### config.mk
export PLATFORM = sky130hd
export DESIGN_NAME = count_evt_slot
export DESIGN_NICKNAME = d
export VERILOG_FILES = /design/src/rtl/count_sequence_checker_pkg.sv /design/src/rtl/count_sequence_checker_evt_slot.sv
export SDC_FILE = /design/constraint.sdc
export NUM_CORES = 1
export LEC_CHECK = 0
export ABC_AREA = 1
export CELL_PAD_IN_SITES_DETAIL_PLACEMENT = 1
export CELL_PAD_IN_SITES_GLOBAL_PLACEMENT = 2
export CORE_UTILIZATION = 16
export DETAILED_ROUTE_END_ITERATION = 10
export HOLD_SLACK_MARGIN = 0.12
export PLACE_DENSITY = 0.79
export SYNTH_ARGS = -nofsm -noshare
export SYNTH_HDL_FRONTEND = slang
export SYNTH_SLANG_ARGS = --single-unit
export TNS_END_PERCENT = 30
### constraint.sdc
create_clock -name clk -period 0.8 [get_ports clk]
set_input_delay 0.16 -clock clk [delete_from_list [all_inputs] [get_ports clk]]
set_output_delay 0.16 -clock clk [all_outputs]
set_load 0.1 [all_outputs]
### src/rtl/count_sequence_checker_pkg.sv
// Shared types and default widths for the count sequence checker slice.
// Holds the FSM state encoding and the event codes reported on the event port.
package count_chk_pkg;

   localparam int CNT_W_DEF       = 4;
   localparam int TOT_W_DEF       = 8;
   localparam int SYNC_CYCLES_DEF = 2;

   typedef enum logic [1:0] {
      ST_IDLE  = 2'd0,
      ST_SYNC  = 2'd1,
      ST_TRACK = 2'd2
   } chk_state_t;

   typedef enum logic [1:0] {
      EVT_NONE = 2'b00,
      EVT_WRAP = 2'b01,
      EVT_ERR  = 2'b10
   } evt_code_t;

endpackage

### src/rtl/count_sequence_checker_evt_slot.sv
// One-entry event holding register with valid/ready output.
// An event arriving while the slot is full and not being drained is dropped and flagged.
module count_evt_slot
   import count_chk_pkg::*;
#(
   parameter int CNT_W = CNT_W_DEF
) (
   input  logic             clk,
   input  logic             rst,
   input  logic             new_vld,
   input  evt_code_t        new_code,
   input  logic [CNT_W-1:0] new_value,
   input  logic             evt_ready,
   output logic             evt_valid,
   output evt_code_t        evt_code,
   output logic [CNT_W-1:0] evt_value,
   output logic             evt_ovf
);

   // Handshake: an event transfers on a posedge where evt_valid && evt_ready;
   // evt_code/evt_value hold steady while evt_valid is high and evt_ready is low,
   // and a transfer plus a new event in one edge reloads the slot with no bubble.
   logic slot_free;

   assign slot_free = !evt_valid || evt_ready;

   always_ff @(posedge clk) begin
      if (rst) begin
         evt_valid <= 1'b0;
         evt_code  <= EVT_NONE;
         evt_value <= '0;
         evt_ovf   <= 1'b0;
      end else if (new_vld) begin
         if (slot_free) begin
            evt_valid <= 1'b1;
            evt_code  <= new_code;
            evt_value <= new_value;
         end else begin
            evt_ovf   <= 1'b1;
         end
      end else if (evt_valid && evt_ready) begin
         evt_valid <= 1'b0;
      end
   end

endmodule

Yosys cells after proc, flatten, opt, wreduce, memory -nomap -nowiden:

Index checks and enable logic that the tools add are counted.

* bits in registers: 8
* input bits: 10
* output and inout bits: 8
* word-level logic and storage cells: 16

* bitwise gates (word level): 1
* eq/ne operators: 1
* mux-type cells: 3
* reductions and logical operators: 7

Operators by type and width (number)
* AND reduction 2 bit: 3
* two-way mux 1 bit: 3
* inequality test 2 x 1 -> 1 bit (second input constant): 1
* nonzero test 2 bit: 1
* logical AND 1 bit: 1
* zero test 1 bit: 1
* logical OR 1 bit: 1
* NOT 1 bit: 1

Depth between registers and ports, before layout:

Gate-level depths: netlist (run 1).

* depth in word-level cells: 4
* depth in mapped cells: 6
* depth with buffers taken out: 5

Worst setup path after synthesis (run 1):

Ideal clock, no wire load.

* path type: register -> register
* start: register evt_valid
* end: register evt_code[0]
* required time: 0.681 ns
* clock period less this slack: 1.588 ns
* arrival time: 1.469 ns
* path slack: -0.788 ns
* setup time: 0.119 ns
* buffers on the path: 1
* stages on the path, launching flop included: 5
* cells stage by stage: dfxtp_1 -> nand2_2 -> buf_6 -> a21oi_1 -> nor2_1

* longest elaborated chain between the ends: 3

RTL lines
* from (decl): RTL line count_sequence_checker_evt_slot.sv:14 `output logic evt_valid,`
* from (signal assigned): RTL line count_sequence_checker_evt_slot.sv:29 `evt_valid <= 1'b0;`
* from (signal assigned): RTL line count_sequence_checker_evt_slot.sv:35 `evt_valid <= 1'b1;`
* from (signal assigned): RTL line count_sequence_checker_evt_slot.sv:42 `evt_valid <= 1'b0;`
* zero test 1 bit: RTL line count_sequence_checker_evt_slot.sv:25 `assign slot_free = !evt_valid || evt_ready;`
* logical OR 1 bit: RTL line count_sequence_checker_evt_slot.sv:25
* AND reduction 2 bit (no source line)
* to (signal assigned): RTL line count_sequence_checker_evt_slot.sv:36 `evt_code <= new_code;`
* to (decl): RTL line count_sequence_checker_evt_slot.sv:15 `output evt_code_t evt_code,`

Every way passes these cells.
A chain may end at the register's enable or synchronous reset.

Worst setup path after layout (run 1):

* start: register evt_valid
* end: output port evt_valid

No word-level cell between the ends.

==> results of run 1 <==
[cells in the mapped netlist]
cell type  instances  area, µm²
inv_1             10       37.5
a21oi_1            8       40.0
dfxtp_1            8        160
nand3_1            7       35.0
nand2_1            6       22.5
nor2_1             6       22.5
buf_6              2       22.5
nand2_2            1       6.26
[worst paths after layout]
path              startpoint            to  slack, ns
hold reg to reg      evt_ovf       evt_ovf       0.46
hold / removal       new_vld     evt_valid       0.34
setup reg to reg   evt_valid  evt_value[2]      -0.05
setup / recovery   evt_valid     evt_valid      -0.17
[cells by family (layout without fill, tap and decap cells)]
| kind of cell | Yosys count | after routing |
|---|---|---|
| buffers and inverters | 12 | 36 |
| AND/OR/NAND/NOR | 20 | 20 |
| AO/OA/AOI/OAI | 8 | 8 |
| flip-flops | 8 | 8 |
[layout make-up]
type | count | area [µm²] | share of cell area
multi-input cells | 28 | 154 | 0.213
well taps | 27 | 33.8 | 0.0467
flip-flops and latches | 8 | 178 | 0.246
clock buffers | 4 | 26.3 | 0.0363
inverters | 10 | 37.5 | 0.0519
repair buffers | 22 | 294 | 0.407
[where the power goes]
part	total, mW	switching [mW]	internal [mW]
Clock	0.342	0.150	0.192
Combinational	0.489	0.289	0.201
Sequential	0.465	0.0346	0.430
[layer usage]
| metal | vias to the layer above | track usage | routed length (µm) |
|---|---|---|---|
| met2 | 13 | 0.171 | 452 |
| met3 | 2 | 0.0377 | 55 |
| met1 | 167 | 0.0951 | 423 |
| met4 | 0 | 0.0588 | 6 |
| met5 | - | 0 | 0 |
| li1 | 196 | - | - |
[per-stage QoR]
step | hold WS (ns) | util | area (µm²) | setup TNS (ns)
after global placement | 0.457 | 0.335 | 671 | -2.61
after detailed placement | 0.461 | 0.335 | 671 | -2.79
after global routing | 0.354 | 0.361 | 723 | -2.42
after CTS | 0.469 | 0.356 | 712 | -1.98
final | 0.337 | 0.361 | 723 | -1.71
after floorplan | 0.219 | - | 387 | -1.67
[state kept, by name, summed over array words and instances (netlist names)]
signal     count
evt_valid      1
evt_ovf        1
evt_code       2
evt_value      4
[what timing repair did]
action	4_1_cts	5_1_grt
gates resized for setup	0	4
pin swaps	0	1
buffers inserted	2	0
endpoints found under the setup margin	16	16
hold buffers	0	0
==> impl_metrics.toml, run 1 <==
[sta]
worst_clock_skew_ns = 0.00875
rsz0062_at_grt = "true"
slew_headroom = 0.860
max_freq_mhz = 1030
slew_violations = 0
finalCritPeriodShare = 1.21
worstMarginPinSlew_ns = 0.209
finalSetupViolations = 14
hold_violations = 0
period_needed_ns = 0.971
setup_ws_ns = -0.171

[hold_path]
hold_depth = 4
hp-class = "primary input to flop"

[route]
drt_iter0_drc = 0
num_vias = 378
drt-total-wl_um = 938
ant_nets = 0
drt_pass1_iterations = 1
drc = 0
viasPerCell = 3.82
wire_per_inst_um = 9.47

[layout]
fin_cells = 99
area_growth_pct = 109
fill_cells = 245
mostFrequentLayoutCells = "inv_1, clkdlybuf4s50_1, buf_12"
fin_nets = 83
diodes = 0
drive_gt1_frac = 0.431
final_common_cell = "inv_1"

[global_routing]
antenna_found_initial = 0
globalRouteTotalUtil = 0.0970
overflow = 0
grt_pass1_wl_mm = 1.71
grt_max_degree = 14
grt_pass1_vias = 430

[place]
io_buffers = 17
dp_hpwl_um = 718
place_inst = 93
gp_congestion = 0.616
dp_slack_ns = -0.381

[worst_setup_path]
path_delay_family = "flip-flops"
cp_slowest_cell = "dfxtp_4"
cp.required_ns = 0.64
critPathLaunchType = "flop"
cp.arrival_ns = 0.81
path_cells = "buf_12"
cpPeakStageDelay_ns = 0.38
worstRegToRegCells = 4
path_class = "flop to output port"
cp.buffers_inverters = 1
worstSetupPathDepth = 1
crit_path_end_kind = "output port"
cp_max_fo = 3

[yosys]
syn_nets = 58
synth_top_family_by_area = "simple AND/OR/NAND/NOR gates"
ys_types = 8
syn_inst = 48
synthAdderAreaFrac = 0
syn_avg_cell_area_um2 = 7.22
netlist_area_um2 = 347
yosys_warnings = 0
synthXorXnorAreaFrac = 0
ys_seq_area_frac = 0.462
ys_ff_latch = 8
synth_simple_gate_area_frac = 0.249
synthMuxAreaShare = 0
synth_compound_area_frac = 0.116

[clock_network]
clkSinkCount = 8
clock_latency_ns = 0.26
ctsHtreeMaxLevel = 1
clockRootBuffer = "clkbuf_4"
path_clk_slew_ns = 0.06
cts_tree = "yes"
cts_buffer_depth = 2
cts_made_buffers = 3

[run_status]
run_status = "finished with violations"
failed_checks = "setup timing"

[die]
core_um2 = 2000
start_util = 0.173
ios = 18
die_x_um = 48.5
rows = 16
die_area_um2 = 2360
die_y_um = 48.5

[power]
design_power_total_mw = 1.30
ir_drop_v = 0.000463
power_density_nw_per_um2 = 1790
p_leak_nw = 0.339

[flow_run]
drv_cap = 0
Power figures use the tool's default switching activity.
==> inputs of run 2 (changes only) <==
--- a/config.mk
+++ b/config.mk
@@ -11,7 +11,8 @@
 export CORE_UTILIZATION = 16
 export DETAILED_ROUTE_END_ITERATION = 10
 export HOLD_SLACK_MARGIN = 0.12
-export PLACE_DENSITY = 0.79
+export PLACE_DENSITY_LB_ADDON = 0.25
+export SLEW_MARGIN = 20
 export SYNTH_ARGS = -nofsm -noshare
 export SYNTH_HDL_FRONTEND = slang
 export SYNTH_SLANG_ARGS = --single-unit
==> impl_metrics.toml, run 2 (same netlist as run 1, synthesis figures left out) <==
[run_status]
run_status = "finished with violations"
failed_checks = "setup timing"

[die]
start_util = 0.173
die_area_um2 = 2360
ios = 18
die_y_um = 48.5
core_um2 = 2000
die_x_um = 48.5
rows = 16

[sta]
slew_violations = 0
hold_ws_ns = 0.433
worst_clock_skew_ns = 0.00345
rsz0062_at_grt = "true"
hold_violations = 0
setup_ws_ns = -0.225
worstMarginPinSlew_ns = 0.218
finalSetupViolations = 14
finalCritPeriodShare = 1.28
period_needed_ns = 1.02
max_freq_mhz = 976
slew_headroom = 0.855

[global_routing]
antenna_found_initial = 0
overflow = 0
grt_pass1_wl_mm = 1.57
grt_pass1_vias = 376
globalRouteTotalUtil = 0.0897
grt_max_degree = 14

[clock_network]
ctsHtreeMaxLevel = 1
cts_made_buffers = 3
clockRootBuffer = "clkbuf_4"
clkSinkCount = 8
cts_buffer_depth = 2
path_clk_slew_ns = 0.06
cts_tree = "yes"
clock_latency_ns = 0.26

[layout]
largest_register_ffs = 4
fin_cells = 103
drive_gt1_frac = 0.526
diodes = 0
area_growth_pct = 124
reg.largest.list = "evt_value (4), evt_code (2)"
regMostFlops = "evt_value"
fin_nets = 87
mostFrequentLayoutCells = "inv_1, clkdlybuf4s50_1, buf_12"
final_core_util = 0.388
final_common_cell = "inv_1"

[worst_setup_path]
worstRegToRegCells = 5
cp.buffers_inverters = 2
path_cells = "buf_6, buf_12"
worstSetupPathDepth = 2
crit_path_end_kind = "output port"
path_class = "flop to output port"
path_delay_family = "flip-flops"
cp.required_ns = 0.64
cp_max_fo = 2
critPathLaunchType = "flop"
cp.arrival_ns = 0.86
cp_slowest_cell = "dfxtp_4"
cpPeakStageDelay_ns = 0.34

[place]
gp_congestion = 0.638
io_buffers = 17
place_inst = 94
dp_hpwl_um = 663

[power]
p_leak_nw = 0.352
ir_drop_v = 0.000976
power_density_nw_per_um2 = 1710

[route]
num_vias = 394
drt-total-wl_um = 985
ant_nets = 0
wire_per_inst_um = 9.56
drt_iter0_drc = 3
drc = 0
viasPerCell = 3.83
drt_pass1_iterations = 3

[hold_path]
hp-class = "primary input to flop"
hold_depth = 4

[flow_run]
drv_cap = 0
-- run 2: timing repair --
action,CTS,global route
gates resized for setup,5,5
buffers inserted,3,2
pin swaps,0,0
hold buffers,0,0
endpoints found under the setup margin,15,15
-- run 2: path summary, 6_finish.rpt --
kind              from           to  slack, ns
max          evt_valid    evt_valid      -0.22
min            new_vld    evt_valid       0.43
max reg2reg  evt_valid  evt_code[1]      -0.11
min reg2reg    evt_ovf      evt_ovf       0.46
-- run 2: cell type report --
cell class	instances	area, µm²
clock buffer	4	26.3
sequential	8	175
multi-input combinational	28	180
fill	242	1220
timing repair buffer	26	324
tap	27	33.8
inverter	10	37.5
-- run 2: report_power, final --
group / internal (mW) / switching [mW]
Combinational: 0.222 / 0.307
Clock: 0.191 / 0.147
Sequential: 0.431 / 0.0302
-- run 2: per-layer routing --
layer,GRT usage,part of all wire,vias to the layer above
li1,-,-,204
met3,0.0629,0.083,0
met4,0.0294,0,0
met1,0.0837,0.38,177
met2,0.155,0.54,13
met5,0,0,-
-- run 2: stage by stage --
stage          setup slack [ns]  cell area (µm²)  TNS, ns  total power [mW]
3_3_place_gp             -0.365              678    -2.71             0.957
5_1_grt                  -0.250              777    -2.27              1.40
6_report                 -0.225              777    -1.78              1.33
3_5_place_dp             -0.380              678    -2.77             0.959
2_1_floorplan            -0.234              387    -1.67             0.759
4_1_cts                  -0.231              744    -1.86              1.34
-- run 2: worst register-to-register path: stages, from the launching register on --
cell and delay [ns]:
dfxtp_4 0.34, buf_4 0.15, nand2_8 0.11, nand3_1 0.09, nand2_1 0.07, nor2_1 0.04
